==> config.mk <==
export PLATFORM = sky130hd
export DESIGN_NAME = cache_controller
export DESIGN_NICKNAME = d
export VERILOG_FILES = /design/src/rtl/cache_controller.sv
export SDC_FILE = /design/constraint.sdc
export NUM_CORES = 1
export LEC_CHECK = 0
export CORE_AREA = 2 2 149 151
export DETAILED_ROUTE_END_ITERATION = 10
export DIE_AREA = 0 0 151 153
export GPL_TIMING_DRIVEN = 0
export PLACE_DENSITY = 0.7
export SLEW_MARGIN = 10
export SYNTH_ARGS = -nofsm -noshare
export SYNTH_HDL_FRONTEND = slang
export SYNTH_SLANG_ARGS = --single-unit
==> constraint.sdc <==
create_clock -name clk -period 2.45 [get_ports clk]
set_input_delay 0.3675 -clock clk [delete_from_list [all_inputs] [get_ports clk]]
set_output_delay 0.3675 -clock clk [all_outputs]
set_load 0.02 [all_outputs]
==> src/rtl/cache_controller.sv <==
// Load/store front end for a 2-way data cache backed by a line-wide SRAM controller.
// Hits return in the same cycle; misses fill a 64-bit line; stores are write-through, no-allocate.
module cache_controller #(
    parameter int BASE_ADDR = 1024,
    parameter int PERF_W    = 16
) (
    input  logic              clk,
    input  logic              rst,
    input  logic              mem_r_en,
    input  logic              mem_w_en,
    input  logic [31:0]       address,
    input  logic [31:0]       wdata,
    output logic [31:0]       rdata,
    output logic              ready,
    output logic [16:0]       cache_address,
    output logic [63:0]       cache_write_data,
    output logic              cache_read_en,
    output logic              cache_write_en,
    output logic              cache_inv_en,
    input  logic [31:0]       cache_read_data,
    input  logic              cache_hit,
    output logic              sram_r_en,
    output logic              sram_w_en,
    output logic [31:0]       sram_address,
    output logic [31:0]       sram_wdata,
    input  logic [63:0]       sram_rdata,
    input  logic              sram_ready,
    output logic [PERF_W-1:0] hit_count,
    output logic [PERF_W-1:0] miss_count
);
    localparam logic [1:0] IDLE    = 2'd0;
    localparam logic [1:0] RD_MISS = 2'd1;
    localparam logic [1:0] WR      = 2'd2;

    logic [1:0]  state;
    logic [31:0] offs;
    logic [31:0] line_addr;
    logic [31:0] wr_addr;
    logic [31:0] wr_data;
    logic        word_sel;
    logic        unused_offs;

    assign offs          = address - 32'(BASE_ADDR);
    assign cache_address = offs[18:2];
    assign unused_offs   = ^{offs[31:19], offs[1:0]};

    always_comb begin
        rdata            = '0;
        ready            = 1'b0;
        cache_write_data = '0;
        cache_read_en    = 1'b0;
        cache_write_en   = 1'b0;
        cache_inv_en     = 1'b0;
        sram_r_en        = 1'b0;
        sram_w_en        = 1'b0;
        sram_address     = '0;
        sram_wdata       = '0;
        case (state)
            IDLE: begin
                // A simultaneous read+write is handled as a store.
                if (mem_w_en) begin
                    cache_inv_en = 1'b1;
                end else if (mem_r_en) begin
                    if (cache_hit) begin
                        ready         = 1'b1;
                        rdata         = cache_read_data;
                        cache_read_en = 1'b1;
                    end
                end else begin
                    ready = 1'b1;
                end
            end
            RD_MISS: begin
                sram_r_en    = 1'b1;
                sram_address = line_addr;
                if (sram_ready) begin
                    cache_write_en   = 1'b1;
                    cache_write_data = sram_rdata;
                    rdata            = word_sel ? sram_rdata[63:32] : sram_rdata[31:0];
                    ready            = 1'b1;
                end
            end
            WR: begin
                sram_w_en    = 1'b1;
                sram_address = wr_addr;
                sram_wdata   = wr_data;
                ready        = sram_ready;
            end
            default: ;
        endcase
        // Nothing may strobe the cache or SRAM while reset is held.
        if (!rst) begin
            cache_read_en  = 1'b0;
            cache_write_en = 1'b0;
            cache_inv_en   = 1'b0;
            sram_r_en      = 1'b0;
            sram_w_en      = 1'b0;
        end
    end

    always_ff @(posedge clk or negedge rst) begin
        if (!rst) begin
            state      <= IDLE;
            line_addr  <= '0;
            wr_addr    <= '0;
            wr_data    <= '0;
            word_sel   <= 1'b0;
            hit_count  <= '0;
            miss_count <= '0;
        end else begin
            case (state)
                IDLE: begin
                    if (mem_w_en) begin
                        wr_addr <= address;
                        wr_data <= wdata;
                        state   <= WR;
                    end else if (mem_r_en) begin
                        if (cache_hit) begin
                            if (hit_count != '1) hit_count <= hit_count + 1'b1;
                        end else begin
                            if (miss_count != '1) miss_count <= miss_count + 1'b1;
                            line_addr <= {address[31:3], 3'b000};
                            word_sel  <= offs[2];
                            state     <= RD_MISS;
                        end
                    end
                end
                RD_MISS: if (sram_ready) state <= IDLE;
                WR:      if (sram_ready) state <= IDLE;
                default: state <= IDLE;
            endcase
        end
    end
endmodule

==> flow_summary.rst, run 1 <==
.. list-table::
   :header-rows: 1

   * - Metric
     - Value
   * - Result of the run
     - finished with violations
   * - Violations in the final reports
     - setup timing
   * - Number of cells on the worst reg-to-reg path
     - 8
   * - Max_slew headroom
     - 0.503
   * - WS Path Type
     - reg -> out
   * - Final setup violating endpoints
     - 1
   * - Least-Margin Pin Slew
     - 0.745 ns
   * - Worst-case setup margin in the final layout
     - -0.0175 ns
   * - Pin count of the biggest net entering global routing
     - between 50 and 60
   * - Horizontal die dimension
     - about 150 µm
   * - Area leader, netlist
     - dfrtp_1
   * - Register area share after synthesis
     - 0.450
   * - Clock sink count
     - 128
   * - Area fraction in and, or, nand and nor cells after synthesis
     - 0.188
   * - Number of distinct standard cells referenced by the synthesized netlist
     - 40
   * - TritonCTS buffer count
     - 17
   * - TritonCTS clock tree
     - yes
   * - Buffer cell driving the clock tree root
     - clkbuf_16
   * - Adder and majority cell fraction of the synthesized area
     - 0.0123
   * - Worst setup slack for register-to-register paths
     - 0.33 ns
   * - Number of filler cells placed in the layout
     - ~2000
   * - Core utilization of the finished layout
     - 0.554
   * - GRT overflow
     - 0
   * - Warnings, synthesis
     - 0
   * - RSZ-0062 raised after global routing
     - true
   * - GPL Wtd Cong
     - between 0.9 and 1
   * - Number of instances in the synthesized netlist
     - between 600 and 700
   * - Maximum vdd drop
     - 0.000583 V
   * - Total leakage power
     - roughly 6 nW
   * - Cell type of the slowest stage on the worst timing path
     - dfrtp_1
   * - Number of global-route vias before repair
     - roughly 7200
   * - Psw
     - between 4 and 5 mW
   * - Placed cell count
     - ~1300
   * - Final Hold Vio Count
     - 0
   * - Relative contribution of the clock network to total power
     - 0.230
   * - Largest incremental delay on the critical path
     - 0.40 ns
   * - Layout cell share with drive strength beyond 1
     - 0.293
   * - Number of nets still failing antenna checks after routing
     - 0
   * - Top cells by area, synth
     - dfrtp_1 (45%), mux2_2 (15%), and3_1 (6.6%), mux2i_1 (4.5%), a22o_1 (3.7%)
   * - Most prevalent standard cell on the critical path
     - clkbuf_4
   * - Net count of the finished layout
     - roughly 1300
   * - Global-route wire length before repair
     - around 43000 µm
   * - Share of the synthesized netlist area taken by xor and xnor gates
     - 0.0455
   * - Total design power
     - 11.4 mW
   * - Wirelength per Cell
     - 21.2 µm
   * - First DRT Iteration DRCs
     - just under 300
   * - Switching Fraction
     - 0.370
   * - DP Worst Slack
     - -1.08 ns
   * - Total non-filler cell area in the finished layout
     - approximately 0.012 mm²
   * - Mean area per synthesized cell
     - between 10 and 15 µm²
   * - Max_cap viols
     - 0
   * - Clock slew at the register clock pins of the worst setup and hold paths
     - 0.06 ns
   * - Startpoint types
     - flop
   * - Non-filler instance count after layout
     - ~1400
   * - Mean number of vias per cell
     - roughly 5
   * - Timing-limited maximum frequency
     - 405 MHz
   * - Post-route worst hold slack
     - 0.0403 ns
   * - Aggregate routed wire length
     - ~29000 µm
   * - Type of the tightest min-delay check
     - in -> async
   * - Boundary pin count
     - 381
   * - PortBufs
     - 380
   * - Clk buf depth
     - 2
   * - Multiplexer share of the synthesized area
     - 0.192
   * - # DRC
     - 0
   * - Net count after synthesis
     - slightly above 800
   * - Post-placement cell area
     - 0.0113 mm²
   * - Antenna violations before repair
     - 6
   * - H-tree level count
     - 4
   * - Data required time of the worst path
     - 2.08 ns
   * - Crit path cell chain
     - inv_2 > ha_2 > clkbuf_4 > clkbuf_4 > and3_1 > clkdlybuf4s15_2
   * - Overall Global Routing Usage
     - 0.250
   * - Initial Util
     - 0.331
   * - Number of rows in the core area
     - 54
   * - Critical path capture point type
     - primary output
   * - Die H
     - between 150 and 200 µm
   * - First-pass DRT Iterations
     - 4
   * - Critical R2R Capture
     - miss_count[15]$_DFFE_PN0P_
   * - Flip-flop and latch count after synthesis
     - around 130
   * - Fraction of power consumed by combinational cells
     - 0.467
   * - Power density over cell area
     - 960 mW/mm²
   * - Clock period minus final worst setup slack
     - between 2 and 2.5 ns
   * - Internal Power
     - just over 7 mW
   * - Largest fanout on the critical path
     - 10
   * - Die footprint
     - roughly 0.023 mm²
   * - Area share of the largest cell type after synthesis
     - 0.450
   * - Part of the total power dissipated in sequential elements
     - 0.303
   * - Worst setup skew after layout
     - ~0.0075 ns
   * - Area fraction in compound gates after synthesis
     - 0.0709
   * - Final-layout setup total negative slack
     - -0.0175 ns
   * - Cell area after synthesis
     - between 0.007 and 0.008 mm²
   * - Skew-Pair Late Insertion Delay
     - 0.42 ns
   * - Data arrival at the endpoint of the critical path
     - about 2.1 ns
   * - Crit Reg-Reg Startpoint
     - state[0]$_DFFE_PN0P_
   * - Final critical-path share of the clock period
     - 1.01
   * - Signed area change from the synthesized netlist to the final layout
     - 67.1%
   * - Half-perimeter wire length after detailed placement
     - between 20000 and 25000 µm
   * - Core area
     - around 0.021 mm²
   * - Largest family of logic cells by synthesized area
     - multiplexers
   * - Pins over their slew limit
     - 0
   * - Vias after detailed routing
     - 6892
## kinds of logic (layout without fill, tap and decap cells)
| logic type | Yosys count | in the layout |
|---|---|---|
| AO/OA/AOI/OAI | 71 | 71 |
| flip-flops | 128 | 128 |
| AND/OR/NAND/NOR | 227 | 227 |
| multiplexers | 125 | 125 |
| buffers and inverters | 63 | 495 |
| XOR/XNOR | 37 | 37 |
| other | 0 | 6 |
| adder cells (fa/ha/maj) | 7 | 7 |
## sequential cells by signal, summed over array words and instances (netlist names)
| signal | cells |
|---|---|
| wr_addr | 32 |
| wr_data | 32 |
| line_addr | 29 |
| hit_count | 16 |
| miss_count | 16 |
| state | 2 |
| word_sel | 1 |
## per-layer routing
layer | share of wire | up-vias | GRT usage
li1 | - | 3205 | -
met1 | 0.39 | 3342 | 0.279
met2 | 0.49 | 299 | 0.433
met3 | 0.088 | 46 | 0.0863
met4 | 0.033 | 0 | 0.102
met5 | 0 | - | 0
## cells in the final DEF (no fill, tap or decap), types with 4 or more instances in the layout
master	instances
nand4_1	7
nand2_1	53
and2_1	35
nor4_2	4
o21ai_1	6
mux2i_1	32
o21ai_0	28
nor4_1	5
ha_1	4
xor2_1	26
clkbuf_4	10
xnor2_1	11
and3_1	75
dlygate4sd2_1	69
inv_1	7
dfrtp_1	128
buf_4	31
clkbuf_1	4
buf_12	5
a22o_1	29
nor3_1	10
clkbuf_16	18
mux2_2	93
clkdlybuf4s15_2	9
clkdlybuf4s50_1	203
nor2_1	8
buf_6	9
clkinv_4	4
nand3_1	11
clkbuf_2	54
buf_2	47
diode_2	6
## synthesized netlist by cell type (all sizes together)
master and n:
or4 1, o41ai 1, o21ai 35, nor4b 4, nor3 10, and4b 1, buf 25, nor2 8
a22o 30, a211oi 1, ha 7, and2 37, nand4 10, inv 9, mux2i 32, o41a 1
nor4 9, and3 75, nand4b 1, a21oi 1, xor2 26, dfrtp 128, clkbuf 29, and4 3
a31oi 1, mux2 93, nand2 53, nor3b 1, nand2b 2, and4bb 1, xnor2 11, nand3 11
a32oi 1
## worst max-delay path, delay by kind of cell (launching register included)
kind / cells / cell delay (ns)
adder cells (fa/ha/maj): 1 / 0.26
buffers and inverters: 4 / 0.80
flip-flops: 1 / 0.40
AND/OR/NAND/NOR: 1 / 0.21
## cell type report
class / instances / area [µm²] / share of cell area
Antenna cell: 6 / 15.0 / 0.00126
Inverter: 9 / 33.8 / 0.00284
Timing Repair Buffer: 400 / 3580 / 0.301
Multi-Input combinational cell: 467 / 3690 / 0.310
Clock buffer: 17 / 425 / 0.0358
Buffer: 54 / 412 / 0.0346
Clock inverter: 15 / 184 / 0.0155
Tap cell: 280 / 350 / 0.0295
Sequential cell: 128 / 3200 / 0.269
## what timing repair did
action | CTS | global route
gates resized for setup | 483 | 101
setup buffers | 8 | 6
gates cloned | 0 | 1
endpoints found under the hold margin | 55 | 0
pin swaps | 3 | 6
hold buffers | 4 | 0
endpoints found under the setup margin | 172 | 99
## power by group through the flow
| stage | combinational [mW] | clock [mW] | sequential (mW) |
|---|---|---|---|
| final | 5.34 | 2.63 | 3.46 |
| after global routing | 5.72 | 2.77 | 3.58 |
| after CTS | 5.27 | 2.69 | 3.46 |
| after detailed placement | 5.37 | 0 | 3.49 |
| after global placement | 5.30 | 0 | 3.45 |
| after floorplan | 2.99 | 0 | 3.42 |
## how the worst max path moves through the flow
stage	from	end	slack, ns	cells after the start
6_report	state[1]$_DFFE_PN0P_	cache_write_data[24]	-0.02	6
5_1_grt	state[1]$_DFFE_PN0P_	cache_write_data[24]	-0.10	6
4_1_cts	state[0]$_DFFE_PN0P_	sram_address[17]	0.002	6
3_5_place_dp	state[0]$_DFFE_PN0P_	sram_address[19]	-1.08	7
3_3_place_gp	rst	cache_write_en	-4.64	3
2_1_floorplan	state[1]$_DFFE_PN0P_	sram_address[12]	0.31	6
(Power assumes the default switching activity.)
==> inputs of run 2 (changes only) <==
--- a/config.mk
+++ b/config.mk
@@ -6,6 +6,7 @@
 export NUM_CORES = 1
 export LEC_CHECK = 0
 export CORE_AREA = 2 2 149 151
+export CTS_CLUSTER_DIAMETER = 120
 export DETAILED_ROUTE_END_ITERATION = 10
 export DIE_AREA = 0 0 151 153
 export GPL_TIMING_DRIVEN = 0
==> results of run 2 <==
No change in the layout: final DEF, timing and power equal those of run 1.
